$ cat src/rtl/cache_pkg.sv
`default_nettype none
// ============================================================================
// Module : cache_pkg
// Brief  : Shared geometry, refill FSM encoding and address helpers for the cache.
// Rev    : 1.0
// ============================================================================
package cache_pkg;

    localparam int DEF_BLOCK_SIZE             = 32;
    localparam int DEF_NUM_OF_BLOCKS_PER_LINE = 4;
    localparam int DEF_NUM_OF_CACHE_LINES     = 4;
    localparam int DEF_ADDRESS_SIZE           = 32;

    localparam int OFF_W  = $clog2(DEF_NUM_OF_BLOCKS_PER_LINE);
    localparam int IDX_W  = $clog2(DEF_NUM_OF_CACHE_LINES);
    localparam int TAG_W  = DEF_ADDRESS_SIZE - OFF_W - IDX_W;
    localparam int LINE_W = DEF_NUM_OF_BLOCKS_PER_LINE * DEF_BLOCK_SIZE;

    localparam logic [1:0] ST_IDLE = 2'd0;
    localparam logic [1:0] ST_REQ  = 2'd1;
    localparam logic [1:0] ST_WAIT = 2'd2;
    localparam logic [1:0] ST_FILL = 2'd3;

    typedef logic [LINE_W-1:0] line_t;

    typedef struct packed {
        logic [TAG_W-1:0] tag;
        logic [IDX_W-1:0] index;
        logic [OFF_W-1:0] offset;
    } addr_fields_t;

    function automatic addr_fields_t split_addr(input logic [DEF_ADDRESS_SIZE-1:0] addr);
        return addr_fields_t'(addr);
    endfunction

endpackage
`default_nettype wire

$ cat src/rtl/cache_line_assembler.sv
`default_nettype none
// ============================================================================
// Module : cache_line_assembler
// Brief  : Counts in-order memory responses and drops each block into its line slot.
// Rev    : 1.0
// ============================================================================
module cache_line_assembler #(
    parameter int BLOCK_SIZE = 32,
    parameter int NUM_BLOCKS = 4
) (
    input  logic                                clk,
    input  logic                                rst,
    input  logic                                clear,
    input  logic                                capture,
    input  logic [BLOCK_SIZE-1:0]               rsp_data,
    output logic [$clog2(NUM_BLOCKS):0]         rsp_cnt,
    output logic [NUM_BLOCKS*BLOCK_SIZE-1:0]    line
);

    localparam int CNT_W = $clog2(NUM_BLOCKS) + 1;
    localparam logic [CNT_W-1:0] FULL_CNT = CNT_W'(NUM_BLOCKS);

    always_ff @(posedge clk) begin
        if (rst) begin
            rsp_cnt <= '0;
            line    <= '0;
        end else if (clear) begin
            rsp_cnt <= '0;
        end else if (capture && (rsp_cnt != FULL_CNT)) begin
            // Responses past a full line are dropped by the guard above.
            for (int i = 0; i < NUM_BLOCKS; i++) begin
                if (rsp_cnt == CNT_W'(i)) begin
                    line[i*BLOCK_SIZE +: BLOCK_SIZE] <= rsp_data;
                end
            end
            rsp_cnt <= rsp_cnt + 1'b1;
        end
    end

endmodule
`default_nettype wire

$ cat src/rtl/cache_line_refill.sv
`default_nettype none
// ============================================================================
// Module : cache_line_refill
// Brief  : Fetches a missing line block-by-block from memory and fills the cache once.
// Rev    : 1.0
// ============================================================================
module cache_line_refill
    import cache_pkg::*;
#(
    parameter int BLOCK_SIZE             = cache_pkg::DEF_BLOCK_SIZE,
    parameter int NUM_OF_BLOCKS_PER_LINE = cache_pkg::DEF_NUM_OF_BLOCKS_PER_LINE,
    parameter int NUM_OF_CACHE_LINES     = cache_pkg::DEF_NUM_OF_CACHE_LINES,
    parameter int ADDRESS_SIZE           = cache_pkg::DEF_ADDRESS_SIZE
) (
    input  logic                     clk,
    input  logic                     rst,
    input  logic                     miss_valid,
    output logic                     miss_ready,
    input  logic [ADDRESS_SIZE-1:0]  miss_addr,
    output logic                     mem_req_valid,
    input  logic                     mem_req_ready,
    output logic [ADDRESS_SIZE-1:0]  mem_req_addr,
    input  logic                     mem_rsp_valid,
    input  logic [BLOCK_SIZE-1:0]    mem_rsp_data,
    output logic                     fill_valid,
    output logic [$clog2(NUM_OF_CACHE_LINES)-1:0] fill_index,
    output logic [ADDRESS_SIZE-$clog2(NUM_OF_BLOCKS_PER_LINE)-$clog2(NUM_OF_CACHE_LINES)-1:0] fill_tag,
    output logic [NUM_OF_BLOCKS_PER_LINE*BLOCK_SIZE-1:0] fill_data,
    output logic                     busy
);

    localparam int BLK_OFF_W  = $clog2(NUM_OF_BLOCKS_PER_LINE);
    localparam int LINE_IDX_W = $clog2(NUM_OF_CACHE_LINES);
    localparam int LINE_TAG_W = ADDRESS_SIZE - BLK_OFF_W - LINE_IDX_W;
    localparam int CNT_W      = BLK_OFF_W + 1;
    localparam logic [CNT_W-1:0] LAST_REQ   = CNT_W'(NUM_OF_BLOCKS_PER_LINE - 1);
    localparam logic [CNT_W-1:0] ALL_BLOCKS = CNT_W'(NUM_OF_BLOCKS_PER_LINE);

    logic [1:0]            state;
    logic [CNT_W-1:0]      req_cnt;
    logic [CNT_W-1:0]      rsp_cnt;
    logic [LINE_IDX_W-1:0] line_index;
    logic [LINE_TAG_W-1:0] line_tag;
    logic                  accept;
    logic                  req_fire;
    logic                  capture;
    logic                  unused_bits;

    assign miss_ready    = (state == ST_IDLE);
    assign busy          = !miss_ready;
    assign accept        = miss_valid && miss_ready;
    assign mem_req_valid = (state == ST_REQ);
    assign req_fire      = mem_req_valid && mem_req_ready;
    assign capture       = mem_rsp_valid && ((state == ST_REQ) || (state == ST_WAIT));
    assign mem_req_addr  = {line_tag, line_index, req_cnt[BLK_OFF_W-1:0]};
    assign fill_valid    = (state == ST_FILL);
    assign fill_index    = line_index;
    assign fill_tag      = line_tag;

    // The miss offset is irrelevant: the whole line is always fetched from block 0.
    assign unused_bits = &{1'b0, miss_addr[BLK_OFF_W-1:0], req_cnt[BLK_OFF_W]};

    always_ff @(posedge clk) begin
        if (rst) begin
            state      <= ST_IDLE;
            req_cnt    <= '0;
            line_index <= '0;
            line_tag   <= '0;
        end else begin
            case (state)
                ST_IDLE: begin
                    if (accept) begin
                        line_tag   <= miss_addr[ADDRESS_SIZE-1 -: LINE_TAG_W];
                        line_index <= miss_addr[BLK_OFF_W +: LINE_IDX_W];
                        req_cnt    <= '0;
                        state      <= ST_REQ;
                    end
                end
                ST_REQ: begin
                    if (req_fire) begin
                        req_cnt <= req_cnt + 1'b1;
                        if (req_cnt == LAST_REQ) begin
                            state <= ST_WAIT;
                        end
                    end
                end
                ST_WAIT: begin
                    if (rsp_cnt == ALL_BLOCKS) begin
                        state <= ST_FILL;
                    end
                end
                ST_FILL: state <= ST_IDLE;
                default: state <= ST_IDLE;
            endcase
        end
    end

    cache_line_assembler #(
        .BLOCK_SIZE (BLOCK_SIZE),
        .NUM_BLOCKS (NUM_OF_BLOCKS_PER_LINE)
    ) u_assembler (
        .clk      (clk),
        .rst      (rst),
        .clear    (accept),
        .capture  (capture),
        .rsp_data (mem_rsp_data),
        .rsp_cnt  (rsp_cnt),
        .line     (fill_data)
    );

endmodule
`default_nettype wire

$ cat config.mk
export PLATFORM = sky130hd
export DESIGN_NAME = cache_line_refill
export DESIGN_NICKNAME = d
export VERILOG_FILES = /design/src/rtl/cache_pkg.sv /design/src/rtl/cache_line_assembler.sv /design/src/rtl/cache_line_refill.sv
export SDC_FILE = /design/constraint.sdc
export NUM_CORES = 1
export LEC_CHECK = 0
export BUFFER_PORTS_ARGS = -buffer_cell sky130_fd_sc_hd__buf_2
export CORE_AREA = 2 2 123 125
export CTS_CLUSTER_DIAMETER = 30
export CTS_CLUSTER_SIZE = 12
export DETAILED_ROUTE_END_ITERATION = 7
export DIE_AREA = 0 0 125 127
export PLACE_DENSITY = 0.87
export SYNTH_ARGS = -nofsm -noshare
export SYNTH_HDL_FRONTEND = slang
export SYNTH_SLANG_ARGS = --single-unit
$ cat constraint.sdc
create_clock -name clk -period 2.3 [get_ports clk]
set_input_delay 0 -clock clk [delete_from_list [all_inputs] [get_ports clk]]
set_output_delay 0 -clock clk [all_outputs]
set_load 0.005 [all_outputs]
==> impl_metrics.py, run 1 <==
metrics = {
    "yosys": {
        "synth.most_common_cell": "dfxtp_1",
        "yosys_warnings": 0,
        "syn_inst": 727,
        "ys_seq_area_share_pct": 47.21,
        "synth.largest_area_cell": "dfxtp_1",
        "ys_top_cells_by_count": "dfxtp_1 (166), nand2b_1 (133), mux2i_1 (98)",
        "syn-mean-instance-area_um2": 9.683,
        "yosys_most_used_dff": "dfxtp_1",
        "synth_fp_nets": 807,
        "ys_types": 29,
        "yosys.area.top_type_share_pct": 47.21,
        "async_flop_share_pct": 0,
        "syn_area_mm2": 0.007039,
        "yosys_register_bits": 166,
        "synth-edff-count": 0,
        "yosys-top-cells-area": "dfxtp_1 (47%), mux2i_1 (14%), nand2b_1 (12%)",
    },
    "placement": {
        "placed_area_mm2": 0.008288,
        "dp_hpwl_mm": 13.17,
        "port_buffers": 260,
        "gp_congestion": 0.7475,
        "pre_cts_slack_ps": 291.9,
    },
    "cts": {
        "root_buffer": "clkbuf_16",
        "clk_path_buf_depth": 2,
        "cts_setup_buffers": 0,
        "clkLatencyLatePin_ps": 420,
        "clk_pin_slew_ps": 70,
        "tritoncts": "done",
        "cts_made_buffers": 17,
        "clock-sinks": 166,
        "cts.htree.levels": 4,
    },
    "grt": {
        "antenna_found_initial": 1,
        "overflow": 0,
        "grt_max_degree": 95,
        "grt_pass1_vias": 6280,
        "track_usage_pct": 25.61,
        "grt_pass1_wl_mm": 32.72,
    },
    "setup_path": {
        "cp.required_ps": 2610,
        "rr_worst_depth": 7,
        "r2r_start": "state[0]",
        "startpoint_type": "register",
        "critPathLaunch": "state[0]",
        "cp-endpoint": "req_cnt[1]",
        "r2r_slack_ps": 230,
        "cp_max_fo": 8,
        "rr_endpoint": "req_cnt[1]",
        "worstSetupEndpointType": "register",
        "critical_path_class": "register to register",
        "crit_arrival_ps": 2390,
    },
    "pwr": {
        "switchingPower_mw": 2.411,
        "p_sw_share_pct": 31.39,
        "p_leak_nw": 4.570,
        "vdd_drop_max_mv": 0.5034,
        "p_seq_share_pct": 42.0,
        "intPower_mw": 5.270,
        "clkPwrFrac_pct": 35.9,
        "p_per_area_mw_per_mm2": 806.8,
        "comb_power_share_pct": 22.1,
    },
    "drt": {
        "firstDrtPassIters": 8,
        "vias": 6284,
        "ant_nets": 0,
        "drt_iter0_drc": 346,
        "drc": 0,
        "drt_wl_total_mm": 20.47,
        "wl_per_cell_um": 17.10,
        "avgViaCountPerCell": 5.250,
    },
    "floorplan": {
        "ios": 263,
        "start_util_pct": 48.80,
        "die_height_um": 127,
        "dieArea_mm2": 0.01588,
        "rows": 44,
        "core-area_mm2": 0.01442,
        "die_x_um": 125,
    },
    "timing": {
        "fin_crit_ps": 2071,
        "tightest_slew_ps": 759.4,
        "fmax_mhz": 482.8,
        "finalWorstSetupSlack_ps": 228.9,
        "hold_viol": 0,
        "tns_ps": 0,
        "min_period_over_period_pct": 90.05,
        "drv_slew": 0,
        "skew_ps": 8.299,
        "max_slew_margin_pct": 49.38,
        "setup_viol_count_final": 0,
        "grt_setup_unrepaired": "false",
    },
    "final_layout": {
        "area_growth_pct": 35.25,
        "final_cell_area_mm2": 0.009520,
        "fill_cells": 1115,
        "register_area_mm2": 0.003323,
        "layout-drive-gt1-share_pct": 31.82,
        "multi_input_area_mm2": 0.003213,
        "final_nets": 1079,
    },
    "outcome": {
        "status": "complete, no violations",
    },
    "job": {
        "max-cap-violations": 0,
    },
    "min_path": {
        "min-delay-start": "mem_rsp_valid",
        "hp-class": "primary input to register",
    },
}
[power by group through the flow]
stage                     clock [mW]  sequential [mW]  combinational (mW)
final                           2.76             3.23                1.69
after floorplan                    0             3.29                1.01
after global placement             0             3.28                1.57
after CTS                       2.81             3.22                1.69
after detailed placement           0             3.29                1.60
after global routing            2.96             3.25                1.86
[sequential cells by signal (all words and copies together), names as in the netlist]
| register | count |
|---|---|
| state | 2 |
| u_assembler.rsp_cnt | 3 |
| u_assembler.line | 128 |
| fill_tag | 28 |
| req_cnt | 3 |
| fill_index | 2 |
[area by class of cell]
class                   instances  area share [%]
repair buffers                344           22.55
flip-flops and latches        166           34.91
well taps                     184           2.418
diodes                          1         0.02628
clock buffers                  17           4.468
multi-input cells             462           33.75
clock inverters                15           1.564
inverters                       8          0.3154
[cell usage in the layout, fill, tap and decap left out, types with 11 or more instances in the layout]
| cell | instances |
|---|---|
| o31ai_1 | 35 |
| a21oi_1 | 68 |
| dlygate4sd3_1 | 65 |
| dfxtp_1 | 166 |
| ha_1 | 11 |
| clkbuf_16 | 17 |
| nand2_1 | 62 |
| buf_2 | 259 |
| mux2i_1 | 98 |
| nand4_1 | 32 |
| nand2b_1 | 133 |
| buf_4 | 16 |
[how the worst min path moves through the flow]
stage,to,slack [ps],depth (start not counted)
2_1_floorplan,fill_index[0],140,2
3_3_place_gp,fill_tag[1],240,3
3_5_place_dp,fill_tag[16],240,3
4_1_cts,u_assembler.line[115],160,4
5_1_grt,u_assembler.line[115],160,4
6_report,u_assembler.line[115],170,4
[cell families after synthesis]
kind of cell               count (synthesis)  share of synthesized area, %
AOI/OAI and AO/OA                        112                         9.758
DFF                                      166                         47.21
muxes                                     98                         13.94
adders and majority gates                 11                         1.955
and+or+nand+nor                          241                         19.46
buffers and inverters                     99                         7.679
[metal layers]
layer	part of all wire, %	GRT usage, %	routed length, um	vias to the layer above
met1	40	29.59	8184	2967
met5	0	0	0	-
met4	3.4	10.85	703	0
met2	50	44.50	10130	262
li1	-	-	-	3006
met3	7.1	7.496	1445	49
[through the flow]
| stage | hold slack (ps) | cells | power [mW] | utilization (%) |
|---|---|---|---|---|
| final | 171.9 | 1197 | 7.681 | 66.00 |
| after global routing | 163.5 | 1197 | 8.075 | 66.00 |
| after CTS | 156.1 | 1196 | 7.722 | 65.95 |
| after detailed placement | 244.5 | 1099 | 4.883 | 57.46 |
| after global placement | 241.8 | 1099 | 4.850 | 57.46 |
| after floorplan | 136.0 | 727 | 4.305 | - |
[critical path: stages, from the launching register on]
cell,delay [ps]
dfxtp_1,380
inv_1,80
ha_1,220
buf_4,180
nor2b_2,200
o31ai_1,240
a21oi_1,90
dlygate4sd3_1,570
[repair_timing]
action | in CTS | in global routing
endpoints found under the setup margin | 0 | 1
endpoints found under the hold margin | 160 | 0
hold buffers | 65 | 0
resized for setup | 0 | 2
Power figures use the tool's default switching activity.
==> run 2, diff against run 1 <==
CORE_AREA = 2 2 124 126   (was 2 2 123 125)
DIE_AREA = 0 0 126 128   (was 0 0 125 127)
PLACE_DENSITY = 0.86   (was 0.87)
SLEW_MARGIN = 10   (was default)
SYNTH_HIERARCHICAL = 1   (was default)
==> impl_metrics.py, run 2 <==
metrics = {
    "drt": {
        "drt_iter0_drc": 422,
        "drc": 0,
        "drt_wl_total_mm": 20.08,
        "vias": 6394,
        "ant_nets": 0,
        "firstDrtPassIters": 6,
        "wl_per_cell_um": 15.96,
        "avgViaCountPerCell": 5.083,
    },
    "final_layout": {
        "final_common_cell": "buf_2",
        "area_growth_pct": 32.58,
        "largest-register": "u_assembler/line",
        "register_area_mm2": 0.003323,
        "multi_input_area_mm2": 0.003122,
        "layout-drive-gt1-share_pct": 37.57,
        "largest_register_ff_count": 128,
        "final_nets": 1140,
        "final_cell_mix": "buf_2 (259), nand2_1 (234), dfxtp_1 (166)",
        "fill_cells": 1144,
        "diodes": 0,
    },
    "timing": {
        "hold_viol": 0,
        "drv_slew": 0,
        "skew_ps": 7.169,
        "tns_ps": 0,
        "fin_crit_ps": 2136,
        "setup_viol_count_final": 0,
        "min_period_over_period_pct": 92.85,
        "max_slew_margin_pct": 64.05,
        "grt_setup_unrepaired": "false",
        "tightest_slew_ps": 539.3,
        "fmax_mhz": 468.3,
    },
    "floorplan": {
        "start_util_pct": 47.74,
        "rows": 45,
        "die_x_um": 126,
        "dieArea_mm2": 0.01613,
        "die_height_um": 128,
        "ios": 263,
        "core-area_mm2": 0.01486,
    },
    "yosys": {
        "yosys_most_used_dff": "dfxtp_1",
        "ys_types": 31,
        "synth-edff-count": 0,
        "synth.area.mux_share_pct": 4.937,
        "ys_top_cells_by_count": "nand2_1 (234), dfxtp_1 (166), a21oi_2 (77)",
        "synth_xor_xnor_area_share_pct": 0.1234,
        "synth.largest_area_cell": "dfxtp_1",
        "synth_top_family_by_area": "simple AND/OR/NAND/NOR gates",
        "syn_inst": 792,
        "yosys_warnings": 6,
        "syn-mean-instance-area_um2": 8.961,
        "synth.most_common_cell": "nand2_1",
        "yosys.area_share.simple_pct": 22.74,
        "yosys.area.top_type_share_pct": 46.83,
        "yosys-top-cells-area": "dfxtp_1 (47%), nand2_1 (12%), a21oi_2 (9.5%)",
        "async_flop_share_pct": 0,
        "synth_fp_nets": 874,
        "yosys_register_bits": 166,
        "synth_fa_ha_area_share_pct": 2.292,
        "synth_compound_area_share_pct": 13.89,
        "ys_seq_area_share_pct": 46.83,
        "syn_area_mm2": 0.007097,
    },
    "cts": {
        "root_buffer": "clkbuf_16",
        "clk_pin_slew_ps": 60,
        "clkLatencyLatePin_ps": 420,
        "tritoncts": "done",
        "cts_setup_buffers": 0,
        "cts_made_buffers": 17,
        "cts.htree.levels": 4,
        "clock-sinks": 166,
        "clk_path_buf_depth": 2,
    },
    "pwr": {
        "power_mw": 8.009,
        "p_per_area_mw_per_mm2": 851.2,
        "p_leak_nw": 4.270,
        "vdd_drop_max_mv": 0.5292,
    },
    "placement": {
        "port_buffers": 260,
        "dp_hpwl_mm": 13.02,
        "gp_congestion": 0.8368,
    },
    "grt": {
        "overflow": 0,
        "antenna_found_initial": 0,
        "grt_pass1_wl_mm": 31.08,
        "grt_pass1_vias": 6228,
        "track_usage_pct": 24.27,
        "grt_max_degree": 67,
    },
    "setup_path": {
        "cp.required_ps": 2650,
        "worstSetupEndpointType": "register",
        "critical_path_class": "register to register",
        "crit_arrival_ps": 2490,
        "cp_max_fo": 32,
        "startpoint_type": "register",
    },
    "outcome": {
        "status": "complete, no violations",
    },
    "min_path": {
        "hp-class": "primary input to register",
    },
    "job": {
        "max-cap-violations": 0,
    },
}
==> run 2: cell types whose count changed in the layout (fill, tap and decap cells not counted), sizes merged, moves of 4 or more <==
cell	delta
buf	-5
mux2i	-63
nand2	+191
nand2b	-65
nor3	+4
nand4	-33
a21oi	+62
inv	-11
clkbuf	+7
o31ai	-35
==> run 2: logic make-up after synthesis <==
| kind of cell | Yosys count |
|---|---|
| muxes | 35 |
| and+or+nand+nor | 343 |
| adders and majority gates | 13 |
| buffers and inverters | 98 |
| xor gates and xnor gates | 1 |
| AOI/OAI and AO/OA | 136 |
| DFF | 166 |
==> run 2: report_power, final <==
group | internal, mW | switching [mW]
sequential | 3.12 | 0.160
combinational | 0.763 | 1.05
clock | 1.79 | 1.12
total | 5.67 | 2.33
==> run 2: per-layer routing <==
metal  part of all wire [%]  track usage, %  vias up
met2                     51           42.79      288
met3                    7.0           6.386       39
met5                      0               0        -
li1                       -               -     3046
met1                     40           27.91     3021
met4                    2.5           10.21        0
==> run 2: stage by stage <==
stage,setup WS (ps),hold WS [ps],cells,utilization [%],area [um^2]
after floorplan,266.0,126.9,792,-,7097
after global placement,277.6,241.6,1164,54.98,8173
after detailed placement,175.8,246.4,1164,54.98,8173
after CTS,174.6,2.625,1258,63.27,9405
after global routing,8.340,31.26,1258,63.30,9409
final,164.5,33.88,1258,63.30,9409
==> run 2: cell type report <==
class	count	share of cell area, %
tap	188	2.500
timing repair buffer	337	22.29
multi-input combinational	528	33.18
clock inverter	7	1.277
sequential	166	35.32
inverter	8	0.3191
clock buffer	24	5.120
==> run 2: repair_timing <==
action / 4_1_cts / 5_1_grt
resized for setup: 0 / 1
setup endpoints to repair: 0 / 1
hold buffers: 63 / 0
endpoints found under the hold margin: 161 / 0
==> run 2: critical path: stages (launching register included) <==
cell and delay [ps]:
dfxtp_1 390, inv_1 110, ha_1 300, and2_1 370, and4bb_1 250, buf_4 370
nand2_1 130, a21oi_1 140
==> run 2: worst paths after layout <==
check                             from                   end  slack (ps)  cells after the start
setup / recovery              state[0]  u_assembler/line[70]         160                      7
hold / removal                     rst  u_assembler/line[63]          30                      2
setup reg to reg              state[0]  u_assembler/line[70]         160                      7
hold reg to reg   u_assembler/line[31]  u_assembler/line[31]         450                      2
==> run 3, diff against run 2 <==
CORE_AREA = 2 2 121 123   (was 2 2 124 126)
CTS_BUF_LIST = sky130_fd_sc_hd__clkbuf_4 sky130_fd_sc_hd__clkbuf_8   (was default)
DIE_AREA = 0 0 123 125   (was 0 0 126 128)
PLACE_DENSITY = 0.9   (was 0.86)
==> impl_metrics.py, run 3 (synthesis gave the netlist of run 2 again) <==
metrics = {
    "placement": {
        "gp_congestion": 0.8891,
        "dp_hpwl_mm": 13.01,
        "port_buffers": 260,
        "pre_cts_slack_ps": 198.9,
    },
    "drt": {
        "ant_nets": 0,
        "drc": 0,
        "avgViaCountPerCell": 5.164,
        "drt_iter0_drc": 377,
        "vias": 6548,
        "drt_wl_total_mm": 20.63,
        "firstDrtPassIters": 6,
        "wl_per_cell_um": 16.27,
    },
    "grt": {
        "track_usage_pct": 26.13,
        "overflow": 0,
        "antenna_found_initial": 0,
        "grt_pass1_vias": 6345,
        "grt_pass1_wl_mm": 31.62,
        "grt_max_degree": 74,
    },
    "pwr": {
        "p_per_area_mw_per_mm2": 772.2,
        "p_sw_share_pct": 32.78,
        "switchingPower_mw": 2.364,
        "intPower_mw": 4.848,
        "clkPwrFrac_pct": 28.4,
        "p_seq_share_pct": 45.5,
        "vdd_drop_max_mv": 0.5465,
        "p_leak_nw": 4.250,
        "comb_power_share_pct": 26.1,
    },
    "outcome": {
        "status": "complete, no violations",
    },
    "final_layout": {
        "final_cell_mix": "buf_2 (259), nand2_1 (234), dfxtp_1 (166)",
        "final_nets": 1153,
        "largest_register_ff_count": 128,
        "largest-register": "u_assembler/line",
        "layout-drive-gt1-share_pct": 38.19,
        "diodes": 0,
        "area_growth_pct": 31.61,
        "final_common_cell": "buf_2",
        "fill_cells": 1046,
    },
    "timing": {
        "setup_viol_count_final": 0,
        "skew_ps": 12.72,
        "grt_setup_unrepaired": "false",
        "finalWorstSetupSlack_ps": 124.3,
        "fmax_mhz": 459.6,
        "hold_viol": 0,
        "drv_slew": 0,
        "tns_ps": 0,
        "max_slew_margin_pct": 57.44,
        "fin_crit_ps": 2176,
        "tightest_slew_ps": 638.3,
        "min_period_over_period_pct": 94.60,
    },
    "floorplan": {
        "die_height_um": 125,
        "ios": 263,
        "rows": 44,
        "start_util_pct": 49.96,
        "die_x_um": 123,
        "core-area_mm2": 0.01420,
        "dieArea_mm2": 0.01538,
    },
    "cts": {
        "clkLatencyLatePin_ps": 450,
        "cts_setup_buffers": 0,
        "root_buffer": "clkbuf_8",
        "clock-sinks": 166,
        "cts.htree.levels": 4,
        "clk_path_buf_depth": 2,
        "cts_made_buffers": 17,
        "clk_pin_slew_ps": 100,
        "tritoncts": "done",
    },
    "setup_path": {
        "r2r_slack_ps": 120,
        "cp.required_ps": 2700,
        "cp_slowest_cell": "dlygate4sd3_1",
        "cp_max_fo": 33,
        "slowest_delay_ps": 570,
        "startpoint_type": "register",
        "cp_cell_sequence": "inv_1 -> ha_2 -> nand2_1 -> inv_1 -> buf_12 -> nand2_1 -> a21oi_1 -> dlygate4sd3_1",
        "critical_path_class": "register to register",
        "crit_arrival_ps": 2580,
        "worstSetupEndpointType": "register",
    },
    "job": {
        "max-cap-violations": 0,
    },
    "min_path": {
        "hp-class": "primary input to register",
    },
}
[run 3: critical path, delay by kind of cell (launching register included)]
| family | cells | cell delay [ps] |
|---|---|---|
| adders and majority gates | 1 | 260 |
| buffers and inverters | 4 | 1150 |
| AOI/OAI and AO/OA | 1 | 160 |
| and+or+nand+nor | 2 | 200 |
| DFF | 1 | 360 |
[run 3: power groups by stage]
| stage | sequential, mW | clock (mW) | combinational, mW |
|---|---|---|---|
| after floorplan | 3.34 | 0 | 1.21 |
| after global placement | 3.33 | 0 | 1.65 |
| after detailed placement | 3.33 | 0 | 1.70 |
| after CTS | 3.27 | 2.10 | 1.82 |
| after global routing | 3.31 | 2.22 | 2.04 |
| final | 3.28 | 2.05 | 1.88 |
[run 3: stage by stage]
stage | power, mW | instance area, um^2 | instances | utilization [%] | hold slack (ps)
3_5_place_dp | 5.035 | 8215 | 1164 | 57.84 | 245.4
4_1_cts | 7.186 | 9324 | 1268 | 65.64 | 220.5
5_1_grt | 7.576 | 9340 | 1268 | 65.76 | 222.9
2_1_floorplan | 4.550 | 7097 | 792 | - | 126.9
3_3_place_gp | 4.979 | 8215 | 1164 | 57.84 | 241.3
6_report | 7.213 | 9340 | 1268 | 65.76 | 204.2
[run 3: layout make-up]
cell class,instances,area (um^2),area share (%)
tap,184,230.2,2.465
clock inverter,14,140.1,1.500
timing repair buffer,350,2238,23.97
sequential,166,3323,35.58
inverter,8,30.03,0.3215
clock buffer,18,247.7,2.652
multi-input combinational,528,3131,33.52
[run 3: metal layers]
metal	GRT usage, %	share of wire [%]	vias up
met5	0	0	-
met4	14.44	4.2	0
met3	7.391	7.9	69
met2	44.88	50	322
met1	28.67	38	3080
li1	-	-	3077
[run 3: final timing paths]
check | startpoint | endpoint | cells past startpoint
min reg2reg | u_assembler/line[33] | u_assembler/line[33] | 2
max | state[0] | fill_index[0] | 8
min | mem_rsp_valid | u_assembler/rsp_cnt[2] | 5
max reg2reg | state[0] | fill_index[0] | 8
[run 3: timing repair]
action	CTS	global route
gates resized for setup	0	5
setup endpoints to repair	0	8
hold buffers	72	0
endpoints found under the hold margin	161	0
